<file path="src/rtl/lockstep_dly_cmp_buf.sv">
// Lockstep delay-and-compare buffer: delays the main-core bundle DEPTH cycles and checks it against the shadow core.
// Optional macro LOCKSTEP_BUF_MASK_EN adds a per-bit cmp_mask input that excludes bits from the data compare.
module lockstep_dly_cmp_buf #(
  parameter int WIDTH = 32,
  parameter int DEPTH = 2,
  parameter int CNTW  = 4
) (
  input  logic             clk,
  input  logic             rst,
  input  logic             flush,
  input  logic             in_vld,
  input  logic [WIDTH-1:0] in_data,
  input  logic             chk_vld,
  input  logic [WIDTH-1:0] chk_data,
`ifdef LOCKSTEP_BUF_MASK_EN
  input  logic [WIDTH-1:0] cmp_mask,
`endif
  input  logic             err_clr,
  output logic             out_vld,
  output logic [WIDTH-1:0] out_data,
  output logic             primed,
  output logic [CNTW-1:0]  fill_cnt,
  output logic             mismatch,
  output logic             err_sticky
);

  generate
    if (DEPTH < 1 || DEPTH > 8) begin : g_bad_depth
      $error("lockstep_dly_cmp_buf: DEPTH must be in 1..8");
    end
    if ((2 ** CNTW) <= DEPTH) begin : g_bad_cntw
      $error("lockstep_dly_cmp_buf: CNTW too narrow for DEPTH");
    end
  endgenerate

  logic [DEPTH-1:0]            stg_vld_q, stg_vld_d, shift_vld;
  logic [DEPTH-1:0][WIDTH-1:0] stg_data_q, stg_data_d, shift_data;
  logic [CNTW-1:0]             fill_cnt_q, fill_cnt_d;
  logic                        mismatch_q, mismatch_d;
  logic                        err_sticky_q, err_sticky_d;
  logic [WIDTH-1:0]            data_diff;
  logic                        raw_mis;

  // Stage 0 takes the live inputs; every later stage takes its predecessor.
  genvar gi;
  generate
    for (gi = 0; gi < DEPTH; gi++) begin : g_stage
      if (gi == 0) begin : g_head
        assign shift_vld[gi]  = in_vld;
        assign shift_data[gi] = in_data;
      end else begin : g_body
        assign shift_vld[gi]  = stg_vld_q[gi-1];
        assign shift_data[gi] = stg_data_q[gi-1];
      end
    end
  endgenerate

  assign out_vld    = stg_vld_q[DEPTH-1];
  assign out_data   = stg_data_q[DEPTH-1];
  assign fill_cnt   = fill_cnt_q;
  assign primed     = (fill_cnt_q == CNTW'(DEPTH));
  assign mismatch   = mismatch_q;
  assign err_sticky = err_sticky_q;

`ifdef LOCKSTEP_BUF_MASK_EN
  assign data_diff = (out_data ^ chk_data) & ~cmp_mask;
`else
  assign data_diff = out_data ^ chk_data;
`endif

  // Data only matters when both sides claim a valid bundle.
  assign raw_mis = primed &
                   ((out_vld != chk_vld) | (out_vld & chk_vld & (|data_diff)));

  always_comb begin
    stg_vld_d    = shift_vld;
    stg_data_d   = shift_data;
    fill_cnt_d   = fill_cnt_q;
    mismatch_d   = raw_mis;
    err_sticky_d = err_sticky_q;

    if (fill_cnt_q != CNTW'(DEPTH)) begin
      fill_cnt_d = fill_cnt_q + CNTW'(1);
    end

    if (flush) begin
      stg_vld_d  = '0;
      stg_data_d = '0;
      fill_cnt_d = '0;
      mismatch_d = 1'b0;
    end

    // A new error outranks a clear request in the same cycle.
    if (raw_mis) begin
      err_sticky_d = 1'b1;
    end else if (err_clr) begin
      err_sticky_d = 1'b0;
    end
  end

  always_ff @(posedge clk) begin
    if (rst) begin
      stg_vld_q    <= '0;
      stg_data_q   <= '0;
      fill_cnt_q   <= '0;
      mismatch_q   <= 1'b0;
      err_sticky_q <= 1'b0;
    end else begin
      stg_vld_q    <= stg_vld_d;
      stg_data_q   <= stg_data_d;
      fill_cnt_q   <= fill_cnt_d;
      mismatch_q   <= mismatch_d;
      err_sticky_q <= err_sticky_d;
    end
  end

endmodule

</file>
<file path="config.mk">
export PLATFORM = sky130hd
export DESIGN_NAME = lockstep_dly_cmp_buf
export DESIGN_NICKNAME = d
export VERILOG_FILES = /design/src/rtl/lockstep_dly_cmp_buf.sv
export SDC_FILE = /design/constraint.sdc
export NUM_CORES = 1
export LEC_CHECK = 0
export ABC_AREA = 1
export BUFFER_PORTS_ARGS = -buffer_cell sky130_fd_sc_hd__buf_2
export CORE_AREA = 5 5 85 87
export CTS_CLUSTER_DIAMETER = 200
export CTS_CLUSTER_SIZE = 8
export DETAILED_ROUTE_END_ITERATION = 12
export DIE_AREA = 0 0 90 92
export PLACE_DENSITY_LB_ADDON = 0.25
export SETUP_SLACK_MARGIN = 0.05
export SLEW_MARGIN = 20
export SYNTH_ARGS = -nofsm -noshare
export SYNTH_HDL_FRONTEND = slang
export SYNTH_SLANG_ARGS = --single-unit
export TNS_END_PERCENT = 1
</file>
<file path="constraint.sdc">
create_clock -name clk -period 1.1 [get_ports clk]
set_clock_uncertainty 0.1 [all_clocks]
set_input_delay 0.165 -clock clk [delete_from_list [all_inputs] [get_ports clk]]
set_output_delay 0.165 -clock clk [all_outputs]
set_load 0.005 [all_outputs]
</file>
# Yosys cells after proc, flatten, opt, wreduce, memory -nomap -nowiden
# Cells that the tools add are included.
[word_totals]
regBits = 72
inputBits = 70
out_inout_bits = 40
word_cells = 20
[op_classes]
add_sub_neg = 1
eq_ne = 3
mux = 2
n_bitwise = 5
reduce_logical = 3
[op_table]
columns = ["op", "n"]
rows = [
  ["32-bit OR reduction", 1],
  ["32-bit bitwise XOR", 1],
  ["4-bit by 1-bit adder with 4-bit output, second input constant", 1],
  ["4-bit by 2-bit == test with 1-bit output, second input constant", 1],
  ["4-bit by 2-bit != test with 1-bit output, second input constant", 1],
  ["1-bit AND", 3],
  ["1-bit 2-to-1 mux", 2],
  ["2-bit nonzero test", 1],
  ["2-bit OR reduction", 1],
  ["1-bit != test", 1],
  ["1-bit OR", 1],
]

# Logic depth before layout (Yosys ltp)
# Gate-level depths: netlist of the first run.
[logic_depth]
depth_word = 6
mapped_depth = 12
depth_no_buf = 12

# Least setup slack after synthesis of the first run
# No wires, ideal clock.
[synth_path]
path_type = "register to register"
from = "register stg_data_q (netlist bit out_data[4])"
to = "register err_sticky_q (netlist: err_sticky)"
setup_ns = 0.113
arrival_time_ns = 0.975
t_required_ns = 0.887
path_slack_ns = -0.088
stages_incl_launch_ff = 11
synth_period_minus_slack_ns = 1.188
cell_sequence = "dfxtp_1 xnor2_1 nand2_1 nor2_1 nand2_1 nor2_1 nand2_1 nand2_1 nand2_1 nand2_2 a21oi_2"
[synth_via]
elab_chain_cells = 6
elab_cells_between_ends = 7
classes_between = "mux (1); bitwise (4); reduce/logical (2)"
[synth_lines]
columns = ["item", "line_no", "source"]
rows = [
  ["from (decl)", "37", "logic [DEPTH-1:0][WIDTH-1:0] stg_data_q, stg_data_d, shift_data;"],
  ["from (signal assigned)", "110", "stg_data_q <= stg_data_d;"],
  ["32-bit bitwise XOR *", "68", "assign data_diff = out_data ^ chk_data;"],
  ["32-bit OR reduction *", "73", "((out_vld != chk_vld) | (out_vld & chk_vld & (|data_diff)));"],
  ["1-bit AND *", "73", ""],
  ["1-bit OR *", "73", ""],
  ["1-bit AND *", "72", "assign raw_mis = primed &"],
  ["1-bit 2-to-1 mux / 2-bit nonzero test (equally long branches)", "n/a", ""],
  ["to (signal assigned)", "113", "err_sticky_q <= err_sticky_d;"],
  ["to (decl)", "40", "logic err_sticky_q, err_sticky_d;"],
]
# Every way passes the cells marked *; elsewhere a longest branch is shown, timed or not.
# A chain may end at the register's enable or synchronous reset.

# Final worst setup path of the first run
[layout_path]
from = "register stg_data_q (netlist bit out_data[10])"
to = "register err_sticky_q (netlist: err_sticky)"
# The elaborated chain is that of the path after synthesis.

==> qor.log, run 1 <==
qor: critical_path.cp_max_fo 2
qor: die.std_cell_rows 29
qor: logic_synthesis.synth.top_cells.by_area dfxtp_1, inv_1, nor2_1
qor: placement.gp_congestion 0.723
qor: power.power_switching 1.21 mW
qor: logic_synthesis.synth_seq_area_share 0.552
qor: power.p_int 4.17 mW
qor: timing.timing.fmax 732 MHz
qor: critical_path.worst-endpoint-required 1.22 ns
qor: routing.drt_first_pass_iters 4
qor: critical_path.end_kind flip-flop
qor: outcome.run_status finished with violations
qor: logic_synthesis.yosys_warnings 0
qor: timing.layout_setup_ws -0.267 ns
qor: clocking.clk_root_buffer_cell clkbuf_8
qor: cells_and_area.diodes 0
qor: logic_synthesis.library_cell_occupying_the_most_area_in_the_post_synthesis_netlist dfxtp_1
qor: logic_synthesis.post_synth_edffs 0
qor: logic_synthesis.synth.top_cell.area_share 0.552
qor: logic_synthesis.synth.top_cells.by_count inv_1, nor2_1, dfxtp_1
qor: logic_synthesis.synth_area_per_cell 7.74 um^2
qor: logic_synthesis.yosysUniqueCellTypes 17
qor: timing.slew_margin_rel 0.842
qor: timing.worst-slew-pin-transition 0.236 ns
qor: worst_hold_path.hold_class input port to flip-flop
qor: timing.fin_crit_sh 1.24
qor: clocking.clk_latency 0.32 ns
qor: power.p_per_area 1320 nW/um^2
qor: power.pwr-share-comb 0.103
qor: grt.largest_net_degree_at_the_start_of_global_routing 48
qor: die.chipHeight 92 um
qor: power.p_clk_frac 0.392
qor: die.top_level_ports 110
qor: outcome.failed_checks negative setup slack
qor: routing.routed_wirelength 6230 um
qor: critical_path.category_of_the_critical_setup_timing_path flip-flop to flip-flop
qor: grt.grt_first_pass_wirelength 10000 um
qor: timing.period_minus_slack 1.37 ns
qor: power.power.ir.vdd_worst 813 uV
qor: clocking.clk_pin_slew 0.08 ns
qor: power.pwr-share-seq 0.504
qor: grt.groute.usage.overall 0.149
qor: logic_synthesis.synth_top_flop_cell dfxtp_1
qor: die.die_width 90 um
qor: routing.dr_drc_count 0
qor: logic_synthesis.synth.net_count 410
qor: critical_path.setup.worst_path.start_class flip-flop
qor: clocking.cts-htree-levels 3
qor: timing.setup_viol 7
qor: logic_synthesis.post_synth_inst_count 337
qor: routing.via_per_inst 4.05
qor: power.switching_share 0.225
qor: routing.drtAntennaViolNets 0
qor: die.core_area 6280 um^2
qor: power.power_leakage 2.02 nW
qor: timing.grt_setup_unrepaired true
qor: clocking.numCtsBuffers 9
qor: die.floorplan.initialDensity 0.416
qor: logic_synthesis.synth_seq_cells 72
qor: timing.setup_tns_final -0.907 ns
qor: die.design.die.area 8280 um^2
qor: logic_synthesis.syn-cell-area 2610 um^2
qor: flow_run.cap_violations 0
qor: critical_path.arrival_time_of_data_at_the_critical_path_endpoint 1.49 ns
qor: logic_synthesis.library_cell_with_the_highest_instance_count_after_synthesis inv_1
qor: cells_and_area.fillerInstances 553
qor: clocking.cts_tree yes
qor: grt.initial_antenna_violation_count 0
qor: routing.drt_iter0_markers 41
qor: placement.placement.io_buffers 109
qor: cells_and_area.post_route_cells_drive_above_1_share 0.367
qor: placement.detailed_place_hpwl 3970 um
qor: power.final_power 5.38 mW
qor: grt.grt.overflow.total 0
qor: clocking.clock_sinks 72
qor: routing.route.detailed.wl_per_inst 10.8 um
qor: clocking.clock_tree.buffer_depth 2
qor: cells_and_area.fin_nets 566
qor: grt.vias_in_the_first_global_route 2299
qor: cells_and_area.layout-area-overhead-vs-synth 55.8%
qor: timing.drv_slew 0
qor: timing.final_hold_viol_count 0
qor: placement.dp_slack -0.292 ns
qor: routing.via_total_after_detailed_routing 2326
qor: logic_synthesis.postSynth.asyncResetShare 0
## cells in the final DEF, fill, tap and decap left out, types with 2 or more instances in the layout
master          n
a21oi_1         3
buf_2          89
buf_4           6
buf_6          21
clkbuf_8       11
clkinv_2        2
clkinvlp_4      2
dfxtp_1        35
dfxtp_2        36
dlygate4sd3_1  35
ha_1            2
inv_1          86
inv_2           3
nand2_1        51
nand2_2         3
nor2_1         77
nor2_2          2
o21ai_0         2
xnor2_1        22
xnor2_2         2
## repair_timing
item | in CTS | in global routing
buffers inserted | 2 | 0
hold buffers | 35 | 0
pin swaps | 1 | 2
cloned | 0 | 0
setup endpoints to repair | 43 | 46
hold endpoints to repair | 34 | 0
gates resized for setup | 27 | 15
## per-layer routing
| layer | vias up | GRT usage | share of wire |
|---|---|---|---|
| met4 | 0 | 0.0695 | 0.025 |
| met5 | - | 0 | 0 |
| met1 | 1005 | 0.148 | 0.38 |
| li1 | 1242 | - | - |
| met2 | 66 | 0.278 | 0.54 |
| met3 | 13 | 0.0524 | 0.058 |
## cells by family (layout without fill, tap and decap cells)
kind of cell,Yosys count,count (layout),synth area share
adders and majority gates,3,3,0.0144
and+or+nand+nor,136,136,0.198
xor gates and xnor gates,24,24,0.0805
AOI/OAI and AO/OA,6,6,0.0129
buffers and inverters,96,257,0.141
DFF,72,72,0.552
## stage by stage
stage / hold WS (ns) / area [um^2] / util / cells
6_report: 0.0323 / 4070 / 0.648 / 575
5_1_grt: 0.0506 / 4070 / 0.648 / 575
4_1_cts: 0.0119 / 3980 / 0.635 / 575
3_5_place_dp: 0.266 / 3310 / 0.527 / 522
3_3_place_gp: 0.260 / 3310 / 0.527 / 522
2_1_floorplan: 0.127 / 2640 / - / 337
## area by class of cell
| cell class | instances | area (um^2) | share of cell area |
|---|---|---|---|
| sequential | 72 | 1490 | 0.366 |
| timing repair buffer | 152 | 1100 | 0.270 |
| multi-input combinational | 169 | 842 | 0.207 |
| inverter | 89 | 334 | 0.0822 |
| clock buffer | 11 | 151 | 0.0372 |
| tap | 77 | 96.3 | 0.0237 |
| clock inverter | 5 | 55.1 | 0.0135 |
## critical path, cell delays in order (launching register included)
cell,delay (ns)
dfxtp_4,0.36
xnor2_2,0.12
nand2_1,0.08
nor2_2,0.14
nand2_2,0.07
nor2_2,0.10
nand2_1,0.05
nand2_1,0.05
nand2_1,0.06
nand2_2,0.07
a21oi_2,0.05
## worst paths after layout
| check | startpoint | endpoint | slack, ns | cells past startpoint |
|---|---|---|---|---|
| setup / recovery | out_data[10]$_SDFF_PP0_ | err_sticky$_SDFFE_PP0P_ | -0.27 | 10 |
| hold / removal | flush | fill_cnt[0]$_SDFFE_PP0N_ | 0.03 | 4 |
| setup reg to reg | out_data[10]$_SDFF_PP0_ | err_sticky$_SDFFE_PP0P_ | -0.27 | 10 |
| hold reg to reg | shift_data[33]$_SDFF_PP0_ | out_data[1]$_SDFF_PP0_ | 0.30 | 2 |
## sequential cells by signal, summed over array words and instances, names as in the netlist
signal      cells
shift_data     32
err_sticky      1
fill_cnt        4
mismatch        1
stg_vld_q       2
out_data       32
## power by group through the flow
stage / sequential (mW) / clock (mW) / combinational (mW)
2_1_floorplan: 2.77 / 0 / 0.207
3_3_place_gp: 2.77 / 0 / 0.412
3_5_place_dp: 2.77 / 0 / 0.421
4_1_cts: 2.71 / 2.17 / 0.537
5_1_grt: 2.72 / 2.29 / 0.626
6_report: 2.71 / 2.11 / 0.557
Note: power is estimated with default switching activity, not from simulation.
==> inputs of run 2 (changes only) <==
--- a/config.mk
+++ b/config.mk
@@ -7,11 +7,11 @@
 export LEC_CHECK = 0
 export ABC_AREA = 1
 export BUFFER_PORTS_ARGS = -buffer_cell sky130_fd_sc_hd__buf_2
-export CORE_AREA = 5 5 85 87
+export CORE_AREA = 5 5 78 80
 export CTS_CLUSTER_DIAMETER = 200
 export CTS_CLUSTER_SIZE = 8
 export DETAILED_ROUTE_END_ITERATION = 12
-export DIE_AREA = 0 0 90 92
+export DIE_AREA = 0 0 83 85
 export PLACE_DENSITY_LB_ADDON = 0.25
 export SETUP_SLACK_MARGIN = 0.05
 export SLEW_MARGIN = 20
==> constraint.sdc (replaced) <==
create_clock -name clk -period 1.6 [get_ports clk]
set_clock_uncertainty 0.1 [all_clocks]
set_input_delay 0.24 -clock clk [delete_from_list [all_inputs] [get_ports clk]]
set_output_delay 0.24 -clock clk [all_outputs]
set_load 0.005 [all_outputs]
==> qor.log, run 2 (synthesis gave the netlist of run 1 again) <==
qor: die.design.die.area 7060 um^2
qor: power.p_per_area 1050 nW/um^2
qor: placement.detailed_place_hpwl 3960 um
qor: critical_path.critical_path.cell_chain inv_1 -> ha_2 -> nand2_2 -> inv_2 -> buf_2
qor: power.power.ir.vdd_worst 636 uV
qor: timing.hold_slack 0.0225 ns
qor: routing.route.detailed.wl_per_inst 9.62 um
qor: power.power_switching 0.754 mW
qor: critical_path.end_kind output pin
qor: clocking.clk_latency 0.32 ns
qor: critical_path.setup.worst_path.start_class flip-flop
qor: cells_and_area.diodes 0
qor: routing.dr_drc_count 0
qor: critical_path.cp_max_fo 5
qor: clocking.cts_tree yes
qor: clocking.clk_pin_slew 0.07 ns
qor: critical_path.category_of_the_critical_setup_timing_path flip-flop to output pin
qor: cells_and_area.fin_nets 527
qor: clocking.numCtsBuffers 9
qor: routing.via_total_after_detailed_routing 2136
qor: routing.routed_wirelength 5110 um
qor: power.switching_share 0.206
qor: timing.final_hold_viol_count 0
qor: critical_path.worst-endpoint-required 1.26 ns
qor: grt.groute.usage.overall 0.148
qor: critical_path.timing.critical_path.buf_inv 3
qor: critical_path.critical_path.slowest_cell dfxtp_4
qor: timing.layout_setup_ws 0.119 ns
qor: grt.initial_antenna_violation_count 0
qor: timing.grt_setup_unrepaired false
qor: worst_hold_path.hold_class input port to flip-flop
qor: die.top_level_ports 110
qor: cells_and_area.layout.cells.most_common_list buf_2, inv_1, nor2_1
qor: critical_path.arrival_time_of_data_at_the_critical_path_endpoint 1.14 ns
qor: clocking.clock_sinks 72
qor: placement.dp_slack 0.175 ns
qor: critical_path.critPathMaxStageDelay 0.34 ns
qor: timing.setup_tns_final 0 ns
qor: placement.gp_congestion 0.744
qor: power.power_leakage 1.83 nW
qor: timing.fin_crit_sh 0.926
qor: routing.via_per_inst 4.02
qor: power.p_clk_frac 0.414
qor: grt.grt_first_pass_wirelength 8420 um
qor: grt.grt.overflow.total 0
qor: power.pwr-share-seq 0.508
qor: die.chipHeight 85 um
qor: timing.drv_slew 0
qor: cells_and_area.layout-area-overhead-vs-synth 34.0%
qor: timing.slew_margin_rel 0.819
qor: flow_run.cap_violations 0
qor: cells_and_area.fillerInstances 501
qor: routing.drtAntennaViolNets 0
qor: die.std_cell_rows 27
qor: routing.drt_first_pass_iters 5
qor: timing.setup_viol 0
qor: power.p_int 2.91 mW
qor: grt.largest_net_degree_at_the_start_of_global_routing 26
qor: critical_path.cpLargestDelayFamily flip-flops
qor: placement.placement.io_buffers 109
qor: die.die_width 83 um
qor: die.floorplan.initialDensity 0.489
qor: power.final_power 3.67 mW
qor: outcome.run_status finished, final reports clean
qor: die.core_area 5340 um^2
qor: timing.timing.fmax 675 MHz
qor: cells_and_area.post_route_cells_drive_above_1_share 0.292
qor: power.pwr-share-comb 0.078
qor: clocking.cts-htree-levels 3
qor: clocking.clock_tree.buffer_depth 2
qor: grt.vias_in_the_first_global_route 2089
qor: timing.worst-slew-pin-transition 0.271 ns
qor: routing.drt_iter0_markers 38
qor: clocking.clk_root_buffer_cell clkbuf_8
qor: cells_and_area.commonest_non_fill_non_tap_cell_in_the_layout buf_2
qor: timing.period_minus_slack 1.48 ns
run 2: cell types whose count changed in the layout (fill, tap and decap cells not counted), moves of 3 or more:
cell,previous run,this run
buf_6,21,0
buf_2,89,109
clkbuf_1,0,3
dfxtp_1,35,70
dlygate4sd3_1,35,1
buf_4,6,1
dfxtp_2,36,1
run 2: area by class of cell:
type,count,area [um^2],share of cell area
sequential,72,1450,0.414
clock buffer,13,149,0.0426
inverter,89,337,0.0962
clock inverter,3,65.1,0.0186
timing repair buffer,113,603,0.172
tap,72,90.1,0.0258
multi-input combinational,169,807,0.231
run 2: power groups by stage:
stage	clock network, mW	logic (mW)	registers, mW
after global placement	0	0.274	1.90
after global routing	1.64	0.331	1.87
after detailed placement	0	0.283	1.91
final	1.52	0.287	1.86
after floorplan	0	0.142	1.90
after CTS	1.56	0.291	1.86
run 2: worst register-to-register path: stages (launching register included):
cell,delay (ns)
dfxtp_1,0.36
xnor2_1,0.13
nand2_1,0.06
nor2_1,0.13
nand2_1,0.09
nor2_1,0.11
nand2_1,0.05
nand2_1,0.05
nand2_1,0.07
nand2_2,0.08
a21oi_2,0.05
run 2: routing by layer:
metal	wire length [um]	up-vias	global-route usage
met5	0	-	0
met4	38	0	0.0713
li1	-	1164	-
met1	2070	904	0.152
met2	2620	64	0.273
met3	384	4	0.0456
run 2: final timing paths:
kind,slack (ns),startpoint,cells after the start,endpoint
worst max-delay path,0.12,fill_cnt[0]$_SDFFE_PP0N_,5,primed
worst max register to register,0.22,out_data[4]$_SDFF_PP0_,10,err_sticky$_SDFFE_PP0P_
worst min-delay path,0.02,in_data[11],3,shift_data[43]$_SDFF_PP0_
worst min register to register,0.31,shift_data[57]$_SDFF_PP0_,2,out_data[25]$_SDFF_PP0_
run 2: what timing repair did:
| action | in CTS | in global routing |
|---|---|---|
| hold buffers | 1 | 0 |
| endpoints found under the hold margin | 1 | 0 |
| resized for setup | 3 | 5 |
| setup buffers | 1 | 0 |
| setup endpoints to repair | 1 | 48 |
| pin swaps | 1 | 0 |
run 2: stage by stage:
step,instances,utilization,cell area (um^2)
after floorplan,337,-,2610
after global placement,513,0.609,3250
after detailed placement,513,0.609,3250
after CTS,531,0.654,3490
after global routing,531,0.655,3500
final,531,0.655,3500
